## config.mk

```make
export PLATFORM = sky130hd
export DESIGN_NAME = uart_rx_flat
export DESIGN_NICKNAME = d
export VERILOG_FILES = /design/src/rtl/la_pkg.sv /design/src/rtl/uart_rx_if.sv /design/src/rtl/sync_2ff.sv /design/src/rtl/uart_rx.sv /design/src/flat_wrapper.sv
export SDC_FILE = /design/constraint.sdc
export NUM_CORES = 1
export LEC_CHECK = 0
export BUFFER_PORTS_ARGS = -buffer_cell sky130_fd_sc_hd__buf_2
export CORE_ASPECT_RATIO = 0.6
export CORE_UTILIZATION = 25
export CTS_CLUSTER_SIZE = 25
export DETAILED_ROUTE_END_ITERATION = 8
export PLACE_DENSITY_LB_ADDON = 0.08
export SLEW_MARGIN = 40
export SYNTH_ARGS = -nofsm -noshare
export SYNTH_HDL_FRONTEND = slang
export SYNTH_SLANG_ARGS = --single-unit
export TNS_END_PERCENT = 10
```

## constraint.sdc

```tcl
create_clock -name clk_i -period 3.5 [get_ports clk_i]
set_input_delay 0 -clock clk_i [delete_from_list [all_inputs] [get_ports clk_i]]
set_output_delay 0 -clock clk_i [all_outputs]
set_load 0.02 [all_outputs]
```

## src/rtl/la_pkg.sv

```systemverilog
// Shared definitions for the logic analyzer UART blocks (uart_rx / uart_tx).
package la_pkg;
  typedef enum logic [2:0] {
    IDLE  = 3'd0,
    START = 3'd1,
    DATA  = 3'd2,
    STOP  = 3'd3,
    BREAK = 3'd4
  } uart_rx_state_e;

  // 100 MHz system clock, 115200 baud
  localparam int CLKS_PER_BIT_DEFAULT = 868;
endpackage

```

## src/rtl/uart_rx_if.sv

```systemverilog
// Serial input and byte-delivery signals between the UART receiver and its consumer.
interface uart_rx_if;
  logic       rx_i;
  logic       data_received_o;
  logic [7:0] data_o;
  logic       rx_active_o;
  logic       frame_err_o;

  modport slave (
    input  rx_i,
    output data_received_o, data_o, rx_active_o, frame_err_o
  );

  modport master (
    output rx_i,
    input  data_received_o, data_o, rx_active_o, frame_err_o
  );
endinterface

```

## src/rtl/sync_2ff.sv

```systemverilog
// Two-flop synchronizer for a single asynchronous bit, with selectable reset value.
module sync_2ff #(
  parameter logic RST_VAL = 1'b1
) (
  input  logic clk,
  input  logic rst_n,
  input  logic d,
  output logic q
);
  logic meta;

  always_ff @(posedge clk or negedge rst_n) begin
    if (!rst_n) begin
      meta <= RST_VAL;
      q    <= RST_VAL;
    end else begin
      meta <= d;
      q    <= meta;
    end
  end
endmodule

```

## src/rtl/uart_rx.sv

```systemverilog
// 8N1 UART receiver: mid-bit sampling, good-byte strobe, framing-error strobe and break hold-off.
module uart_rx
  import la_pkg::*;
#(
  parameter int CLKS_PER_BIT = CLKS_PER_BIT_DEFAULT
) (
  input logic      clk_i,
  input logic      rst_n_i,
  uart_rx_if.slave uart
);
  if (CLKS_PER_BIT < 4) begin : g_bad_clks_per_bit
    $error("uart_rx: CLKS_PER_BIT must be at least 4");
  end

  localparam int CW = (CLKS_PER_BIT > 1) ? $clog2(CLKS_PER_BIT) : 1;
  localparam logic [CW-1:0] HALF_LAST = CW'(CLKS_PER_BIT / 2 - 1);
  localparam logic [CW-1:0] BIT_LAST  = CW'(CLKS_PER_BIT - 1);

  logic           rx_s;
  uart_rx_state_e state_q, state_d;
  logic [CW-1:0]  cnt_q, cnt_d;
  logic [2:0]     idx_q, idx_d;
  logic [7:0]     shreg_q, shreg_d;
  logic [7:0]     data_q, data_d;
  logic           drx_q, drx_d;
  logic           ferr_q, ferr_d;

  sync_2ff #(.RST_VAL(1'b1)) u_sync (
    .clk   (clk_i),
    .rst_n (rst_n_i),
    .d     (uart.rx_i),
    .q     (rx_s)
  );

  always_ff @(posedge clk_i or negedge rst_n_i) begin
    if (!rst_n_i) begin
      state_q <= IDLE;
      cnt_q   <= '0;
      idx_q   <= '0;
      shreg_q <= '0;
      data_q  <= '0;
      drx_q   <= 1'b0;
      ferr_q  <= 1'b0;
    end else begin
      state_q <= state_d;
      cnt_q   <= cnt_d;
      idx_q   <= idx_d;
      shreg_q <= shreg_d;
      data_q  <= data_d;
      drx_q   <= drx_d;
      ferr_q  <= ferr_d;
    end
  end

  always_comb begin
    state_d = state_q;
    cnt_d   = cnt_q;
    idx_d   = idx_q;
    shreg_d = shreg_q;
    data_d  = data_q;
    drx_d   = 1'b0;
    ferr_d  = 1'b0;
    unique case (state_q)
      IDLE: begin
        if (!rx_s) begin
          state_d = START;
          cnt_d   = '0;
        end
      end
      // Start bit must still be low at its midpoint, otherwise it was a glitch
      START: begin
        if (cnt_q == HALF_LAST) begin
          cnt_d = '0;
          if (!rx_s) begin
            state_d = DATA;
            idx_d   = '0;
          end else begin
            state_d = IDLE;
          end
        end else begin
          cnt_d = cnt_q + CW'(1);
        end
      end
      DATA: begin
        if (cnt_q == BIT_LAST) begin
          shreg_d = {rx_s, shreg_q[7:1]};
          cnt_d   = '0;
          idx_d   = idx_q + 3'd1;
          if (idx_q == 3'd7) state_d = STOP;
        end else begin
          cnt_d = cnt_q + CW'(1);
        end
      end
      STOP: begin
        if (cnt_q == BIT_LAST) begin
          cnt_d = '0;
          if (rx_s) begin
            data_d  = shreg_q;
            drx_d   = 1'b1;
            state_d = IDLE;
          end else begin
            ferr_d  = 1'b1;
            state_d = BREAK;
          end
        end else begin
          cnt_d = cnt_q + CW'(1);
        end
      end
      // A line held low after a bad stop bit must not be taken as new start bits
      BREAK: begin
        if (rx_s) state_d = IDLE;
      end
      default: state_d = IDLE;
    endcase
  end

  assign uart.data_received_o = drx_q;
  assign uart.data_o          = data_q;
  assign uart.frame_err_o     = ferr_q;
  assign uart.rx_active_o     = (state_q != IDLE);
endmodule

```

## src/flat_wrapper.sv

```systemverilog
// flat-port wrapper written by rule: the top's interface ports become plain ports
module uart_rx_flat import la_pkg::*;
#(
  parameter int CLKS_PER_BIT = CLKS_PER_BIT_DEFAULT
)
  (clk_i, rst_n_i, uart_rx_i, uart_data_received_o, uart_data_o, uart_rx_active_o, uart_frame_err_o);
  uart_rx_if uart_i ();
  input logic clk_i;
  input logic rst_n_i;
  input wire logic [$bits(uart_i.rx_i)-1:0] uart_rx_i;
  output wire logic [$bits(uart_i.data_received_o)-1:0] uart_data_received_o;
  output wire logic [$bits(uart_i.data_o)-1:0] uart_data_o;
  output wire logic [$bits(uart_i.rx_active_o)-1:0] uart_rx_active_o;
  output wire logic [$bits(uart_i.frame_err_o)-1:0] uart_frame_err_o;
  assign uart_i.rx_i = uart_rx_i;
  assign uart_data_received_o = uart_i.data_received_o;
  assign uart_data_o = uart_i.data_o;
  assign uart_rx_active_o = uart_i.rx_active_o;
  assign uart_frame_err_o = uart_i.frame_err_o;
  uart_rx #(.CLKS_PER_BIT(CLKS_PER_BIT)) u_core (.clk_i(clk_i), .rst_n_i(rst_n_i), .uart(uart_i));
endmodule
```

==> impl_metrics.py <==
metrics = {
    "sta": {
        "min_period_ns": 2.22,
        "rsz0062_at_grt": "no",
        "tightest_slew_ns": 0.503,
        "setup_viol": 0,
        "slew_headroom": 0.660,
        "hold_violations": 0,
        "slew_violations": 0,
        "finalCritPeriodShare": 0.634,
        "skew_ns": 0.00429,
        "setup_slack_ns": 1.28,
        "fin_tns_setup_ns": 0,
        "timing.fmax_ghz": 0.451,
    },
    "routing": {
        "drtIter0Drc": 30,
        "routed_wl_um": 3670,
        "drcViolationCount": 0,
        "drt-wirelength-per-cell_um": 14.1,
        "first_pass_iters": 4,
        "ant_nets": 0,
        "vias": 1213,
        "viasPerCell": 4.67,
    },
    "finish": {
        "final_cell_mix": "34 x dfrtp_1, 16 x nand2_1, 16 x mux2_2",
        "nFillCells": 688,
        "area_growth_pct": 19.5,
        "num_antenna_cells": 0,
        "final_core_util": 0.309,
        "multi_input_area_um2": 796,
        "fin_nets": 179,
        "seqCellArea_um2": 903,
        "layout.cells.non_filler": 260,
        "drive_gt1_frac": 0.266,
        "final_common_cell": "dfrtp_1",
    },
    "yosys": {
        "synth.area.top_cells": "dfrtp_1 49%, mux2_2 10%, nand2_1 3.5%",
        "synth_fp_nets": 162,
        "yosysTopAreaCell": "dfrtp_1",
        "synth-seq-cells": 36,
        "synth-simple-area-share": 0.199,
        "synth_top_family_by_area": "simple AND/OR/NAND/NOR gates",
        "synth_area_per_cell_um2": 11.2,
        "synth-compound-area-share": 0.0944,
        "synth_top_area_frac": 0.490,
        "ys_types": 41,
        "netlist_area_um2": 1740,
        "yosys.area_share.xor_xnor": 0,
        "yosys_warnings": 0,
        "synth_mux_area_frac": 0.133,
        "synth_cells": 155,
        "yosys.area_share.adder": 0.0288,
        "synth-seq-area-share": 0.520,
    },
    "power_and_ir_drop": {
        "total_power_uw": 937,
        "pwr_density_cell_nw_per_um2": 451,
        "power_frac_comb": 0.014,
        "power_leakage_uw": 0.000982,
        "swShare": 0.192,
        "pwr-share-clk": 0.537,
        "p_int_uw": 757,
        "p_seq_frac": 0.449,
        "max-vdd-ir-drop_uv": 145,
        "p_switching_uw": 180,
    },
    "global_route": {
        "grt_pass1_wl_um": 6250,
        "antenna_found_initial": 0,
        "grt_max_degree": 37,
        "grt_use_total": 0.119,
        "grt_overflow": 0,
        "first_global_vias": 1149,
    },
    "floorplanning": {
        "ioPinCount": 14,
        "die_w_um": 110,
        "die_y_um": 66.6,
        "rows": 23,
        "dieArea_um2": 7290,
        "core_um2": 6710,
        "start_util": 0.259,
    },
    "setup_path": {
        "cp_slowest_stage_delay_ns": 0.48,
        "start_kind": "flip-flop",
        "r2r-end": "u_core.uart.data_o[1]",
        "path_cells": "ha_1 > nor2b_1 > nand3_2 > nor3_4 > mux2_2",
        "r2r_slack_ns": 1.28,
        "path_class": "flip-flop to flip-flop",
        "cp-end-kind": "flip-flop",
        "cpMaxStageDelayCell": "nor3_4",
        "crit_family": "simple AND/OR/NAND/NOR gates",
        "critPathBufInv": 0,
        "r2r_cells": 5,
        "crit_fanout": 9,
        "required_ns": 3.66,
        "arrival_ns": 2.38,
        "rr_startpoint": "u_core.cnt_q[0]",
    },
    "cts": {
        "ctsHoldBuffers": 2,
        "postCtsSetupBuffers": 0,
        "cts_buffers": 5,
        "cts_tree": "yes",
        "cts_root_buf": "clkbuf_16",
        "path_clk_slew_ns": 0.06,
        "clk_latency_ns": 0.28,
        "cts_sinks": 36,
        "cts_max_level": 2,
        "post_cts_resized": 0,
        "ctsLongestPathBuffers": 2,
    },
    "job": {
        "max-cap-violations": 0,
    },
    "worst_hold_path": {
        "hold_path.class": "input pin to async pin",
    },
    "place": {
        "place_ws_ns": 1.29,
        "portBuffers": 13,
        "dp.cells": 250,
        "hpwl_um": 2620,
        "gp_congestion": 0.772,
    },
    "status": {
        "outcome": "completed",
    },
}
==> layout make-up <==
type / instances / share of cell area
clock buffers: 6 / 0.0621
clock inverters: 2 / 0.0169
inverters: 4 / 0.00724
multi-input cells: 110 / 0.384
flip-flops and latches: 36 / 0.435
well taps: 87 / 0.0525
repair buffers: 15 / 0.0422
==> state kept, by name (all words and copies together), names as in the netlist <==
signal                       flops
u_core.idx_q                     3
u_core.state_q                   3
u_core.uart.frame_err_o          1
u_core.uart.data_o               8
u_core.u_sync.meta               1
u_core.uart.data_received_o      1
u_core.shreg_q                   8
u_core.u_sync.q                  1
u_core.cnt_q                    10
==> synthesized netlist by cell type, drive strengths merged <==
library cell	n
nor4	1
mux2i	4
dfrtp	34
a22o	2
a22oi	1
or3b	1
and2	1
or2	2
nand2b	1
o22ai	2
a21boi	1
nor2b	5
a21o	1
and4b	1
o21a	1
o21ai	10
nand3	5
nor3	7
buf	2
a31oi	3
mux2	17
a21oi	5
nand4	3
dfstp	2
inv	4
nand2	16
and3	2
nor2	5
nor3b	3
ha	4
nor4b	1
nor4bb	1
clkbuf	3
or3	3
a311o	1
==> how the worst max path moves through the flow <==
stage | from | to | cells past startpoint
after global placement | u_core.cnt_q[0] | u_core.uart.data_o[7] | 5
after CTS | u_core.cnt_q[0] | u_core.uart.data_o[1] | 5
final | u_core.cnt_q[0] | u_core.uart.data_o[1] | 5
after detailed placement | u_core.cnt_q[0] | u_core.uart.data_o[1] | 5
after global routing | u_core.cnt_q[0] | u_core.uart.data_o[1] | 5
after floorplan | u_core.cnt_q[0] | u_core.uart.data_o[0] | 5
==> metrics by stage <==
stage | cell area (µm²) | hold slack (ns)
final | 2070 | 0.218
after global routing | 2070 | 0.261
after CTS | 2070 | 0.352
after detailed placement | 1880 | 0.107
after global placement | 1880 | 0.106
after floorplan | 1740 | -0.296
==> cell families (layout without fill, tap and decap cells) <==
kind of cell               count (synthesis)  in the layout
and+or+nand+nor                           58             58
DFF                                       36             36
adders and majority gates                  4              4
AOI/OAI and AO/OA                         27             27
buffers and inverters                      9             27
muxes                                     21             21
==> per-layer routing <==
layer | global-route usage | share of wire | vias to the layer above
met3 | 0.0401 | 0.054 | 8
met2 | 0.138 | 0.36 | 27
met1 | 0.182 | 0.56 | 581
met5 | 0 | 0 | -
li1 | - | - | 597
met4 | 0.0600 | 0.021 | 0
==> power groups by stage <==
stage | sequential, µW | combinational [µW] | clock [µW]
3_3_place_gp | 428 | 11.3 | 0
3_5_place_dp | 428 | 11.8 | 0
4_1_cts | 420 | 13.6 | 518
2_1_floorplan | 427 | 1.89 | 0
5_1_grt | 420 | 15.3 | 542
6_report | 420 | 13.1 | 503
Note: power is estimated with default switching activity, not from simulation.
